==> config.mk <==
export PLATFORM = sky130hd
export DESIGN_NAME = program_loader
export DESIGN_NICKNAME = d
export VERILOG_FILES = /design/src/rtl/program_loader_pkg.sv /design/src/rtl/byte_assembler.sv /design/src/rtl/program_loader.sv
export SDC_FILE = /design/constraint.sdc
export NUM_CORES = 1
export LEC_CHECK = 0
export ABC_AREA = 1
export CORE_MARGIN = 5
export CORE_UTILIZATION = 40
export DETAILED_ROUTE_END_ITERATION = 8
export PLACE_DENSITY = 0.7
export SYNTH_ARGS = -nofsm -noshare
export SYNTH_HDL_FRONTEND = slang
export SYNTH_HIERARCHICAL = 1
export SYNTH_SLANG_ARGS = --single-unit
==> constraint.sdc <==
create_clock -name clock -period 3.14 [get_ports clock]
set_input_delay 0.471 -clock clock [delete_from_list [all_inputs] [get_ports clock]]
set_output_delay 0.471 -clock clock [all_outputs]
set_load 0.02 [all_outputs]
==> src/rtl/program_loader_pkg.sv <==
// Shared pipeline package for the program loader.
// Holds the instruction-memory geometry used by the fetch stage and the
// loader FSM state encoding, plus a small helper that tells which states
// accept stream bytes.
package program_loader_pkg;

  // Word-address width of the instruction memory (matches the fetch PC).
  localparam int IMEM_ADDR_W = 11;
  // Largest loadable program, in 32-bit words.
  localparam int IMEM_DEPTH  = 2048;

  typedef enum logic [2:0] {
    ST_IDLE   = 3'd0,
    ST_LEN_LO = 3'd1,
    ST_LEN_HI = 3'd2,
    ST_DATA   = 3'd3,
    ST_WRITE  = 3'd4,
    ST_DONE   = 3'd5,
    ST_ERROR  = 3'd6
  } state_t;

  // States in which the loader consumes bytes from the stream.
  function automatic logic takes_bytes(input state_t s);
    return (s == ST_LEN_LO) || (s == ST_LEN_HI) || (s == ST_DATA);
  endfunction

endpackage

==> src/rtl/byte_assembler.sv <==
// byte_assembler: gathers four little-endian bytes into one 32-bit word.
// Ports:
//   clock      system clock, rising edge
//   reset      synchronous active-low reset, clears the lane index
//   clr        clears the lane index (new load starting)
//   load       byte_in is written into the current lane, index advances mod 4
//   byte_in    incoming stream byte
//   last       current lane is lane 3 (the next load completes a word)
//   word_next  stored lanes with byte_in placed in the current lane, i.e.
//              the word as it will look once this byte is loaded
module byte_assembler (
  input  logic        clock,
  input  logic        reset,
  input  logic        clr,
  input  logic        load,
  input  logic [7:0]  byte_in,
  output logic        last,
  output logic [31:0] word_next
);

  logic [1:0]  idx_q, idx_d;
  logic [31:0] word_q, word_d;

  always_comb begin
    idx_d  = idx_q;
    word_d = word_q;
    if (clr) begin
      idx_d = 2'd0;
    end else if (load) begin
      word_d[{idx_q, 3'b000} +: 8] = byte_in;
      idx_d                        = idx_q + 2'd1;
    end
  end

  // Lets the owner capture a completed word in the same edge that accepts
  // its fourth byte, so the write strobe follows one cycle later.
  always_comb begin
    word_next                        = word_q;
    word_next[{idx_q, 3'b000} +: 8]  = byte_in;
  end

  assign last = (idx_q == 2'd3);

  always_ff @(posedge clock) begin
    if (!reset) begin
      idx_q <= 2'd0;
    end else begin
      idx_q <= idx_d;
    end
  end

  // Lane storage carries data only; a stale word is never written because
  // the index restarts at lane 0 on every new load.
  always_ff @(posedge clock) begin
    word_q <= word_d;
  end

endmodule

==> src/rtl/program_loader.sv <==
// program_loader: receives a byte-serial program image and writes it into
// instruction memory while holding the pipeline stalled.
// Stream: count_lo, count_hi (16-bit word count), then count words of four
// little-endian bytes each.
// Ports:
//   clock          system clock, rising edge
//   reset          synchronous active-low reset
//   start          one-cycle pulse that begins a load (from IDLE/DONE/ERROR)
//   byte_in        stream byte
//   byte_valid     byte_in is valid
//   byte_ready     loader accepts a byte this cycle
//   imem_we        one-cycle write strobe per assembled word
//   imem_addr      word address of the write (holds between writes)
//   imem_data      word to write (holds between writes)
//   pipeline_hold  low only once a load has completed
//   done           level, load completed
//   error          level, word count exceeded memory depth
module program_loader #(
  parameter int IMEM_ADDR_W = program_loader_pkg::IMEM_ADDR_W,
  parameter int IMEM_DEPTH  = program_loader_pkg::IMEM_DEPTH
) (
  input  logic                   clock,
  input  logic                   reset,
  input  logic                   start,
  input  logic [7:0]             byte_in,
  input  logic                   byte_valid,
  output logic                   byte_ready,
  output logic                   imem_we,
  output logic [IMEM_ADDR_W-1:0] imem_addr,
  output logic [31:0]            imem_data,
  output logic                   pipeline_hold,
  output logic                   done,
  output logic                   error
);

  import program_loader_pkg::*;

  localparam logic [16:0] DEPTH_17 = 17'(IMEM_DEPTH);

  state_t                 state_q, state_d;
  logic [15:0]            count_q, count_d;
  logic [IMEM_ADDR_W:0]   widx_q, widx_d;

  logic                   byte_ready_q, byte_ready_d;
  logic                   imem_we_q, imem_we_d;
  logic [IMEM_ADDR_W-1:0] imem_addr_q, imem_addr_d;
  logic [31:0]            imem_data_q, imem_data_d;
  logic                   hold_q, hold_d;
  logic                   done_q, done_d;
  logic                   error_q, error_d;

  logic                   fire;
  logic [15:0]            len16;
  logic [16:0]            written_cnt;
  logic                   asm_clr, asm_load, asm_last;
  logic [31:0]            asm_word_next;

  byte_assembler u_byte_assembler (
    .clock     (clock),
    .reset     (reset),
    .clr       (asm_clr),
    .load      (asm_load),
    .byte_in   (byte_in),
    .last      (asm_last),
    .word_next (asm_word_next)
  );

  // byte_ready_q is registered from the next state, so it already equals
  // "current state accepts bytes".
  assign fire        = byte_valid && byte_ready_q;
  assign len16       = {byte_in, count_q[7:0]};
  // Number of words written once the current WRITE completes; 17 bits so a
  // full-depth load compares against the 16-bit count without wrap.
  assign written_cnt = 17'(widx_q) + 17'd1;

  always_comb begin
    state_d  = state_q;
    count_d  = count_q;
    widx_d   = widx_q;
    asm_clr  = 1'b0;
    asm_load = 1'b0;

    unique case (state_q)
      ST_IDLE, ST_DONE, ST_ERROR: begin
        if (start) begin
          state_d = ST_LEN_LO;
          count_d = 16'd0;
          widx_d  = '0;
          asm_clr = 1'b1;
        end
      end
      ST_LEN_LO: begin
        if (fire) begin
          count_d[7:0] = byte_in;
          state_d      = ST_LEN_HI;
        end
      end
      ST_LEN_HI: begin
        if (fire) begin
          count_d = len16;
          if (len16 == 16'd0) begin
            state_d = ST_DONE;
          end else if (17'(len16) > DEPTH_17) begin
            state_d = ST_ERROR;
          end else begin
            state_d = ST_DATA;
          end
        end
      end
      ST_DATA: begin
        if (fire) begin
          asm_load = 1'b1;
          if (asm_last) begin
            state_d = ST_WRITE;
          end
        end
      end
      ST_WRITE: begin
        widx_d = widx_q + 1'b1;
        if (written_cnt == {1'b0, count_q}) begin
          state_d = ST_DONE;
        end else begin
          state_d = ST_DATA;
        end
      end
      default: state_d = ST_IDLE;
    endcase
  end

  // Outputs are registered from the next state so they line up exactly with
  // the state they describe.
  always_comb begin
    byte_ready_d = takes_bytes(state_d);
    imem_we_d    = (state_d == ST_WRITE);
    imem_addr_d  = imem_addr_q;
    imem_data_d  = imem_data_q;
    hold_d       = (state_d != ST_DONE);
    done_d       = (state_d == ST_DONE);
    error_d      = (state_d == ST_ERROR);
    // WRITE is only entered from DATA on the fourth byte, so widx_q is the
    // address of the word being completed.
    if (state_d == ST_WRITE) begin
      imem_addr_d = widx_q[IMEM_ADDR_W-1:0];
      imem_data_d = asm_word_next;
    end
  end

  always_ff @(posedge clock) begin
    if (!reset) begin
      state_q      <= ST_IDLE;
      count_q      <= 16'd0;
      widx_q       <= '0;
      byte_ready_q <= 1'b0;
      imem_we_q    <= 1'b0;
      imem_addr_q  <= '0;
      imem_data_q  <= 32'd0;
      hold_q       <= 1'b1;
      done_q       <= 1'b0;
      error_q      <= 1'b0;
    end else begin
      state_q      <= state_d;
      count_q      <= count_d;
      widx_q       <= widx_d;
      byte_ready_q <= byte_ready_d;
      imem_we_q    <= imem_we_d;
      imem_addr_q  <= imem_addr_d;
      imem_data_q  <= imem_data_d;
      hold_q       <= hold_d;
      done_q       <= done_d;
      error_q      <= error_d;
    end
  end

  assign byte_ready    = byte_ready_q;
  assign imem_we       = imem_we_q;
  assign imem_addr     = imem_addr_q;
  assign imem_data     = imem_data_q;
  assign pipeline_hold = hold_q;
  assign done          = done_q;
  assign error         = error_q;

endmodule

==> metrics.cfg <==
[synth]
yosys_register_bits = 113
synth_area_um2 = 5390
synth_area_leaders = dfxtp_1 30%, edfxtp_1 18%, nand2_1 16%
async_reset_ff_share_pct = 0
synth_top_area_share_pct = 30.1
syn_nets = 711
synth-edff-count = 32
ys_seq_area_share_pct = 47.9
yosysUniqueCellTypes = 35
synth_flop_cell = dfxtp_1
synth_top_cells_by_count = 224 x nand2_1, 81 x dfxtp_1, 77 x nand3_1
syn_area_per_cell_um2 = 7.79
ys.warnings.count = 6
synth_top_area_cell = dfxtp_1
synthCells = 692
synth.most_common_cell = nand2_1

[sta]
slew_violations = 0
setup_tns_ns = 0
rsz0062_at_grt = no
hold_slack_ns = 0.459
setup_violations = 0
max_freq_ghz = 0.452
worst_pin_slew_ns = 0.538
final.period_utilization_pct = 70.4
relSlewSlack_pct = 64.1
hold_viol = 0
period_minus_slack_ns = 2.21
finClkSkew_ns = 0.00533

[cts]
cts-resized-gates = 0
cts_root_buf = clkbuf_16
htreeDepth = 4
cts_buffer_depth = 2
cts.sinks = 113
cts_tree = built
hold_buffers = 0
insertion_delay_ns = 0.41
cts_made_buffers = 17
cts_setup_buffers = 0
clkTransAtPathRegs_ns = 0.05

[worst_setup_path]
start_kind = flip-flop
required_ns = 3.49
worstPathMaxFanout = 12
critPathKind = flip-flop to flip-flop
worstPathArrival_ns = 2.56
cp-end-kind = flip-flop

[floorplanning]
core-area_um2 = 13200
die-area_um2 = 15900
placementRows = 42
die-width_um = 126
die_h_um = 126
initial_core_util_pct = 40.7
ios = 60

[global_route]
grt_pass1_wl_mm = 22.0
grt_pass1_vias = 4251
grtUsageTotal_pct = 17.1
grt_max_degree = 48
grt-ovfl-total = 0
antenna_found_initial = 0

[power]
leakage_nw = 2.55
ir_drop_mv = 0.351
fin_total_pwr_mw = 3.69
power_per_cell_area_nw_per_um2 = 550

[routing]
first_pass_iters = 5
drcViolationCount = 0
dr_total_vias = 4613
viasPerCell = 4.92
wl_mm = 13.3
ant_nets = 0
wire_per_inst_um = 14.2
drtIter0Drc = 293

[layout]
fill_cells = 1279
antenna_cells = 0
stdcell_count = 938
final_area_um2 = 6710
fin_nets = 768
layout-drive-gt1-share_pct = 10.8
area_growth_pct = 24.6

[place]
hpwl_mm = 9.16
port_buffers = 59
placedInstanceArea_um2 = 6140
gp_congestion = 0.931
dp.cells = 906

[status]
status = complete, no violations

[job]
maxCapViolations = 0

[min_path]
hp-class = flip-flop to flip-flop

## cells by family (layout without fill, tap and decap cells)
kind of cell | after synthesis | count (layout) | synth area share, %
AO/OA/AOI/OAI | 97 | 97 | 10.6
buffers and inverters | 88 | 158 | 6.50
adder cells (fa/ha/maj) | 7 | 7 | 1.63
flip-flops | 113 | 113 | 47.9
XOR/XNOR | 6 | 6 | 1.76
AND/OR/NAND/NOR | 381 | 381 | 31.6
## where the power goes
group          total (mW)  internal [mW]  switching, mW
combinational       0.298          0.104          0.194
clock                1.84           1.21          0.637
sequential           1.55           1.53         0.0202
## cells in the final DEF, fill, tap and decap left out, types with 2 or more instances in the layout
| cell type | count |
|---|---|
| a211oi_1 | 6 |
| clkbuf_8 | 6 |
| inv_1 | 46 |
| clkbuf_16 | 17 |
| nor2_1 | 36 |
| edfxtp_1 | 32 |
| o31ai_1 | 2 |
| clkinv_2 | 4 |
| a21oi_2 | 3 |
| o21ai_0 | 4 |
| a211oi_2 | 7 |
| buf_4 | 6 |
| nand2_2 | 5 |
| nand3_1 | 77 |
| dfxtp_1 | 81 |
| clkbuf_1 | 4 |
| a21oi_1 | 74 |
| xnor2_1 | 2 |
| ha_1 | 7 |
| nor3_1 | 3 |
| nor2_4 | 5 |
| xnor3_1 | 2 |
| clkdlybuf4s50_1 | 59 |
| nand4_1 | 14 |
| inv_2 | 12 |
| clkinv_1 | 2 |
| nor2_2 | 8 |
| nand3_2 | 3 |
| nand2_1 | 224 |
## stage by stage
stage                     setup WS (ns)  utilization, %
after floorplan                  0.0845               -
after global placement            0.900            46.4
after detailed placement          0.893            46.4
after CTS                         0.960            50.7
after global routing              0.746            50.7
final                             0.929            50.7
## sequential cells by signal (all words and copies together), names as in the netlist
name,flops
count_q,16
done,1
imem_data,32
widx_q,12
byte_ready,1
imem_addr,11
pipeline_hold,1
imem_we,1
u_byte_assembler/word_q,32
error,1
state_q,3
u_byte_assembler/idx_q,2
## final cells by class
class / instances / area [um^2] / share of cell area [%]
Clock buffer: 27 / 523 / 7.79
Inverter: 60 / 225 / 3.35
Multi-Input combinational cell: 491 / 2460 / 36.6
Sequential cell: 113 / 2580 / 38.5
Timing Repair Buffer: 66 / 656 / 9.77
Clock inverter: 5 / 50.0 / 0.745
Tap cell: 176 / 220 / 3.28
## path summary, 6_finish.rpt
kind              depth (start not counted)  slack, ns                    endpoint                              startpoint
setup / recovery                          7       0.93   imem_data[6]$_SDFFE_PN0P_  u_byte_assembler/idx_q[0]$_SDFFE_PP0P_
hold / removal                            2       0.46  imem_data[18]$_SDFFE_PN0P_              imem_data[18]$_SDFFE_PN0P_
setup reg to reg                          7       0.93   imem_data[6]$_SDFFE_PN0P_  u_byte_assembler/idx_q[0]$_SDFFE_PP0P_
hold reg to reg                           2       0.46  imem_data[18]$_SDFFE_PN0P_              imem_data[18]$_SDFFE_PN0P_
## routing by layer
| metal | vias up | track usage (%) | wire, um |
|---|---|---|---|
| met3 | 27 | 4.32 | 687 |
| met1 | 2062 | 24.3 | 6610 |
| met4 | 0 | 6.88 | 315 |
| li1 | 2401 | - | - |
| met2 | 123 | 24.9 | 5690 |
| met5 | - | 0 | 0 |
## worst max-delay path, cell delays in order (launching register included)
cell and delay (ns):
dfxtp_1 0.48, inv_2 0.17, ha_1 0.42, nor2_1 0.43, nand4_1 0.23, nand2_1 0.17, nand3_1 0.09, a21oi_1 0.16
No activity file was read; power rests on OpenSTA's default activity.
